[src/rtl/request_unit.sv]
// Request sequencer between the single-cycle datapath and memory control.
// Issues fetch and data requests, gates the PC, tracks halt and retirement.
module request_unit #(
   parameter int TIMEOUT = 64,
   parameter int CNT_W   = 32
) (
   input  logic             CLK,
   input  logic             nRST,
   input  logic             ihit,
   input  logic             dhit,
   input  logic             ctl_dREN,
   input  logic             ctl_dWEN,
   input  logic             ctl_halt,
   output logic             iREN,
   output logic             dREN,
   output logic             dWEN,
   output logic             pc_en,
   output logic             halt,
   output logic             timeout,
   output logic [CNT_W-1:0] instr_cnt
);

   localparam int WW = (TIMEOUT > 0) ? $clog2(TIMEOUT + 1) : 1;
   localparam logic [WW-1:0] TMAX = WW'(TIMEOUT);

   typedef enum logic [1:0] {
      IFETCH,
      DACCESS,
      HALTED
   } state_t;

   state_t        state;
   logic [WW-1:0] wcnt;

   logic in_if;
   logic in_da;
   logic if_hit;
   logic da_hit;
   logic go_halt;
   logic go_dacc;
   logic waiting;

   assign in_if   = (state == IFETCH);
   assign in_da   = (state == DACCESS);
   assign if_hit  = in_if & ihit;
   assign da_hit  = in_da & dhit;
   assign go_halt = if_hit & ctl_halt;
   assign go_dacc = if_hit & ~ctl_halt & (ctl_dREN | ctl_dWEN);

   assign pc_en = (if_hit & ~ctl_halt & ~ctl_dREN & ~ctl_dWEN)
                | da_hit;

   // only the hit that matches the current state counts as progress
   assign waiting = (in_if & ~ihit) | (in_da & ~dhit);

   assign iREN = in_if;
   assign halt = (state == HALTED);

   always_ff @(posedge CLK or negedge nRST) begin
      if (!nRST) begin
         state     <= IFETCH;
         dREN      <= 1'b0;
         dWEN      <= 1'b0;
         timeout   <= 1'b0;
         instr_cnt <= '0;
         wcnt      <= '0;
      end else begin
         if (pc_en | go_halt)
            instr_cnt <= instr_cnt + CNT_W'(1);

         unique case (1'b1)
            go_halt: begin
               state <= HALTED;
               dREN  <= 1'b0;
               dWEN  <= 1'b0;
            end
            go_dacc: begin
               state <= DACCESS;
               dWEN  <= ctl_dWEN;
               dREN  <= ~ctl_dWEN;
            end
            da_hit: begin
               state <= IFETCH;
               dREN  <= 1'b0;
               dWEN  <= 1'b0;
            end
            default: ;
         endcase

         if (go_halt | go_dacc | pc_en) begin
            wcnt <= '0;
         end else if (waiting && wcnt != TMAX) begin
            wcnt <= wcnt + WW'(1);
            if (wcnt == TMAX - WW'(1))
               timeout <= 1'b1;
         end
      end
   end

endmodule

[config.mk]
export PLATFORM = sky130hd
export DESIGN_NAME = request_unit
export DESIGN_NICKNAME = d
export VERILOG_FILES = /design/src/rtl/request_unit.sv
export SDC_FILE = /design/constraint.sdc
export NUM_CORES = 1
export LEC_CHECK = 0
export BUFFER_PORTS_ARGS = -buffer_cell sky130_fd_sc_hd__clkbuf_2
export CORE_ASPECT_RATIO = 1.1
export CORE_MARGIN = 4
export CORE_UTILIZATION = 38
export DETAILED_ROUTE_END_ITERATION = 6
export PLACE_DENSITY = 0.7
export SLEW_MARGIN = 40
export SYNTH_ARGS = -nofsm -noshare
export SYNTH_HDL_FRONTEND = slang
export SYNTH_SLANG_ARGS = --single-unit
[constraint.sdc]
create_clock -name CLK -period 3.45 [get_ports CLK]
set_input_delay 1.035 -clock CLK [delete_from_list [all_inputs] [get_ports CLK]]
set_output_delay 1.035 -clock CLK [all_outputs]
set_load 0.02 [all_outputs]
# Yosys cells after proc, flatten, opt, wreduce, memory -nomap -nowiden
# Cells that the tools add are included.
# word_totals
ff_bits	44
latchBits	0
ramBits	0
rom_bits	0
out_inout_bits	38
elab_cells	45
mem_count	0
# classes
n_addsub	2
n_mul	0
div	0
magnitude_cmp	0
eq_ne	4
shifts	0
mux	5
bitwise_logic	21
reduce_logical	7
# op_table
operator	n
$add 32x1->32 const B	1
$mux 7	2
$and 1x1->1	9
$add 7x1->7 const B	1
$eq 7x6->1 const B	1
$ne 7x7->1 const B	1
$not 1->1	6
$or 1x1->1	6
$pmux 2 s3	1
$pmux 1 s2	2
$reduce_bool 2->1	2
$reduce_and 3->1	1
$reduce_bool 3->1	1
$eq 2x1->1 const B	1
$eq 2x2->1 const B	1
$logic_not 2->1	1
$reduce_or 2->1	1
$logic_and 1x1->1	1

# Depth between registers and ports, before layout
# Gate-level depths: netlist of run 1.
# depth
ltp_word	9
ltp_mapped	6
mapped_depth_nobuf	6

# Worst setup path before layout of run 1
# No wires, ideal clock.
# synth_timing
path_type	input to output
startpoint	in ctl_halt
endpoint	out pc_en
t_arrival_ns	2.221
required_time_ns	2.415
path_slack_ns	0.194
cell_stages	4
n_path_buf	1
path_cell_list	or4b_4 > or3_1 > buf_6 > o21ai_0
# synth_via
elab_chain_len	5
# synth_lines
item	line	source
start, declared	13	input logic ctl_halt,
$not 1->1	50	assign pc_en = (if_hit & ~ctl_halt & ~ctl_dREN & ~ctl_dWEN)
$and 1x1->1 (3 in a row)	50	
$or 1x1->1	51	| da_hit;
end, declared	17	output logic pc_en,
# No other way between the ends.

# Worst setup path after layout of run 1
# Same ends and word-level chain as after synthesis.

==> flow_summary.ini, run 1 <==
[final_layout]
finish.net_count = 264
utilization_pct = 47.4
nFillCells = 541
final_cell_mix = dfrtp_1, clkbuf_2, nand2_1
multiInputGateArea_um2 = 1020
drive_gt1_share_pct = 26.0
register_area_um2 = 1100
area_delta_synth_final_pct = 19.5
n_antenna_cell = 0

[clock_tree]
post_cts_buffers = 0
clk_latency_ns = 0.28
cts_root_buf = clkbuf_8
hold_buffers = 0
cts_made_buffers = 5
clk_pin_slew_ns = 0.08
ctsResizeCount = 0
clk_path_buf_depth = 2
clock_sinks = 44
cts_tree = built
h-tree-depth = 2

[global_route]
grt_first_pass_wirelength_um = 7720
antenna_found_initial = 0
grt_pass1_vias = 1676
grt_usage_pct = 14.0
overflow = 0
grt_start_max_net_pins = 22

[run]
maxCapViolCount = 0

[synth]
synth_warnings = 0
syn_inst = 203
ys_seq_area_share_pct = 51.1
synth_cell_types = 37
synth_top_area_share_pct = 51.1
syn_area_per_cell_um2 = 10.6
syn_area_um2 = 2150
synth_top_cell_by_area = dfrtp_1
ys_seq_elements = 44
synthTopCellsByArea = dfrtp_1, xnor2_1, xor2_1
synth_nets = 213

[route]
wl_met2_um = 2050
wl_um = 4390
routedWlPerCell_um = 13.4
viasPerCell = 4.95
antenna_left = 0
drtIter0Drc = 51
wl_met1_um = 2100
vias = 1628
drt_first_pass_iters = 4
drc = 0
route.met3.wl_um = 212
highest_layer = met4

[critical_path]
slowest_stage = or4b_4
path_class = in -> out
max_stage_delay_ns = 0.50
end_kind = output port
critical_path.top_delay_family = simple AND/OR/NAND/NOR gates
critPathLaunchType = input pin
path_buf_inv = 2
cpMostUsedCell = clkbuf_2
cp.arrival_ns = 2.25
crit_required_ns = 2.41
cp_max_fo = 4
crit_chain = clkbuf_2 > or4b_4 > or3_1 > o21ai_0 > clkbuf_2

[die]
die_h_um = 87.0
start_util_pct = 39.7
rows = 28
core_area_um2 = 5430
die_width_um = 79.8
dieArea_um2 = 6940
boundaryPins = 45

[sta]
clock.fmax_ghz = 0.305
worst_slew_pin_slew_ns = 0.562
rsz0062_at_grt = no
slew_headroom_pct = 62.2
setup_tns_ns = 0
setup_viol = 0
final_hold_viol_count = 0
maxSlewViolCount = 0
finClkSkew_ns = 0.00392
fin_crit_ns = 3.28
min_period_over_period_pct = 95.1
hold_ws_ns = 0.476

[pwr]
peakVddDrop_v = 0.000242
power.leakage_nw = 1.22
power.density_nw_per_um2 = 463

[place]
hpwlAfterDp_um = 3360
portBuffers = 44
gp_congestion = 0.784

[worst_hold_path]
hold_class = reg -> reg

[outcome]
outcome = complete, no violations
routing by layer:
metal	GRT usage, %	up-vias
met5	0	-
met2	23.4	38
met1	18.4	777
met3	3.62	4
met4	3.23	0
li1	-	809
sequential cells by signal (all words and copies together) (netlist names):
name / flops
dWEN: 1
instr_cnt: 32
timeout: 1
state: 2
dREN: 1
wcnt: 7
cell type report:
| class | instances | area share, % |
|---|---|---|
| Sequential cell | 44 | 42.8 |
| Multi-Input combinational cell | 151 | 39.7 |
| Timing Repair Buffer | 47 | 9.43 |
| Clock buffer | 7 | 3.74 |
| Tap cell | 75 | 3.64 |
| Inverter | 5 | 0.729 |
worst register-to-register path, stage by stage, from the launching register on:
cell,delay (ns)
dfrtp_1,0.54
or4b_4,0.62
or3_1,0.35
buf_4,0.18
a21oi_1,0.33
and4_1,0.26
xor2_1,0.15
logic make-up (layout without fill, tap and decap cells):
logic type               Yosys count  in the layout  share of synthesized area, %
multiplexers                       3              3                          1.51
adder cells (fa/ha/maj)            3              3                          1.74
flip-flops                        44             44                          51.1
XOR/XNOR                          32             32                          13.0
buffers and inverters              8             59                          1.74
AND/OR/NAND/NOR                   90             90                          22.7
AO/OA/AOI/OAI                     23             23                          8.19
through the flow:
step / instances / power [mW] / worst slack (ns) / instance area, µm²
global placement: 322 / 0.852 / 0.199 / 2470
floorplan: 203 / 0.773 / 0.194 / 2150
CTS: 329 / 1.21 / 0.164 / 2570
finish: 329 / 1.19 / 0.168 / 2570
global route: 329 / 1.27 / 0.0782 / 2570
detailed placement: 322 / 0.865 / 0.171 / 2470
path summary, 6_finish.rpt:
kind                                from       endpoint  slack, ns  cells after the start
max                             ctl_halt          pc_en       0.17                      5
min                        instr_cnt[31]  instr_cnt[31]       0.48                      1
max reg2reg                     state[1]  instr_cnt[16]       0.95                      6
min reg2reg                instr_cnt[31]  instr_cnt[31]       0.48                      1
max in group asynchronous           nRST  instr_cnt[19]       2.19                      2
min in group asynchronous           nRST  instr_cnt[17]       0.70                      1
power by group:
part           leakage, nW  internal, mW  switching (mW)
Sequential           0.569         0.570          0.0611
Combinational        0.602        0.0919           0.133
Clock               0.0503         0.178           0.159
Total                 1.22         0.840           0.353
cell usage after synthesis, drive strengths merged:
library cell / count
a21o: 5
xnor2: 16
nor3b: 1
o211ai: 1
and3: 6
or2: 1
or3: 3
xor2: 16
or4b: 1
buf: 1
nor2b: 4
ha: 3
mux2: 2
and2b: 1
clkbuf: 2
nand2b: 1
o21ai: 8
o31ai: 1
nor4b: 1
inv: 5
nor2: 13
nor4: 4
mux2i: 1
a2111oi: 1
dfrtp: 44
nand3: 14
nand2: 24
a311oi: 1
a22o: 1
o21bai: 1
nand4: 4
and4: 3
a21oi: 4
nor3: 8
nand3b: 1
Note: power is estimated with default switching activity, not from simulation.
==> run 2: changes to the inputs <==
Settings changed: CORE_UTILIZATION 38 to 40, PLACE_DENSITY 0.7 to 0.63.
==> flow_summary.ini, run 2 (synthesis results as in run 1) <==
[final_layout]
top_register = instr_cnt
drive_gt1_share_pct = 25.6
n_antenna_cell = 0
final_cell_mix = dfrtp_1, clkbuf_2, nand2_1
finish.net_count = 263
top_regs = instr_cnt: 32 flops, wcnt: 7 flops, state: 2 flops
final_cells = 326
largest_register_ffs = 32
area_delta_synth_final_pct = 19.5
stdcell_area_um2 = 2570

[die]
start_util_pct = 42.2
core_area_um2 = 5100
die_width_um = 78.0
die_h_um = 85.0
boundaryPins = 45
dieArea_um2 = 6630
rows = 27

[critical_path]
crit_required_ns = 2.41
cp_max_fo = 4
cpMostUsedCell = clkbuf_2
cp.arrival_ns = 2.23
end_kind = output port
max_stage_delay_ns = 0.50
path_class = in -> out
critPathLaunchType = input pin
slowest_stage = or4b_4
crit_chain = clkbuf_2 > or4b_4 > or3_1 > o21ai_0 > clkbuf_2

[outcome]
outcome = complete, no violations

[route]
wl_um = 4320
viasPerCell = 5.11
antenna_left = 0
drc = 0
routedWlPerCell_um = 13.2
drtIter0Drc = 48
vias = 1666
drt_first_pass_iters = 4

[global_route]
grt_pass1_vias = 1654
grt_first_pass_wirelength_um = 7540
overflow = 0
grt_start_max_net_pins = 45
grt_usage_pct = 14.0
antenna_found_initial = 0

[sta]
slew_headroom_pct = 62.3
setup_tns_ns = 0
setup_viol = 0
rsz0062_at_grt = no
finClkSkew_ns = 0.0118
final_hold_viol_count = 0
clock.fmax_ghz = 0.306
maxSlewViolCount = 0
fin_crit_ns = 3.27
min_period_over_period_pct = 94.7
worst_slew_pin_slew_ns = 0.561

[clock_tree]
clk_path_buf_depth = 2
hold_buffers = 0
clk_latency_ns = 0.29
cts_tree = built
cts_made_buffers = 5
clock_sinks = 44
h-tree-depth = 2
ctsResizeCount = 0
clk_pin_slew_ns = 0.07
cts_root_buf = clkbuf_8
post_cts_buffers = 0

[place]
place_area_um2 = 2460
gp_congestion = 0.744
dpl.cell_count = 318
hpwlAfterDp_um = 3180
portBuffers = 44

[pwr]
power.density_nw_per_um2 = 480
power.leakage_nw = 1.22
clkPwrFrac_pct = 31.1
total_power_mw = 1.24
p_int_mw = 0.876
p_comb_share_pct = 18.1
power.switching_mw = 0.360
switching_share_pct = 29.2
seq_power_share_pct = 50.8
peakVddDrop_v = 0.000220

[run]
maxCapViolCount = 0

[worst_hold_path]
hold_class = reg -> reg
## run 2: worst max-delay path, delay by kind of cell
family                 cells  cell delay (ns)
AND/OR/NAND/NOR            2             0.84
buffers and inverters      2             0.29
AO/OA/AOI/OAI              1             0.08
## run 2: metrics by stage
| stage | util [%] | hold WS [ns] | worst slack, ns |
|---|---|---|---|
| floorplan | - | 0.483 | 0.194 |
| global placement | 48.2 | 0.460 | 0.198 |
| detailed placement | 48.2 | 0.466 | 0.179 |
| CTS | 50.4 | 0.478 | 0.175 |
| global route | 50.5 | 0.490 | 0.129 |
| finish | 50.5 | 0.478 | 0.182 |
## run 2: area by class of cell
type	instances	area (µm²)
Fill cell	465	2530
Inverter	5	18.8
Multi-Input combinational cell	151	1020
Timing Repair Buffer	46	235
Clock inverter	2	35.0
Tap cell	72	90.1
Clock buffer	6	72.6
Sequential cell	44	1100
## run 2: path summary, 6_finish.rpt
kind	cells after the start	slack, ns	startpoint	endpoint
min in group asynchronous	2	0.80	nRST	timeout
hold reg to reg	1	0.48	instr_cnt[31]	instr_cnt[31]
setup / recovery	5	0.18	ctl_halt	pc_en
setup reg to reg	6	1.00	state[1]	instr_cnt[16]
hold / removal	1	0.48	instr_cnt[31]	instr_cnt[31]
max in group asynchronous	2	2.26	nRST	instr_cnt[30]
## run 2: per-layer routing
layer | track usage, % | vias up | routed length, µm
met1 | 18.4 | 813 | 2040
met5 | 0 | - | 0
met3 | 3.40 | 5 | 193
met2 | 23.2 | 37 | 2030
met4 | 3.82 | 0 | 53
li1 | - | 811 | -
## run 2: power by group through the flow
stage / Combinational (mW) / Clock (mW) / Sequential (mW)
2_1_floorplan: 0.102 / 0 / 0.670
3_3_place_gp: 0.216 / 0 / 0.636
3_5_place_dp: 0.223 / 0 / 0.639
4_1_cts: 0.227 / 0.400 / 0.629
5_1_grt: 0.247 / 0.420 / 0.640
6_report: 0.224 / 0.384 / 0.628
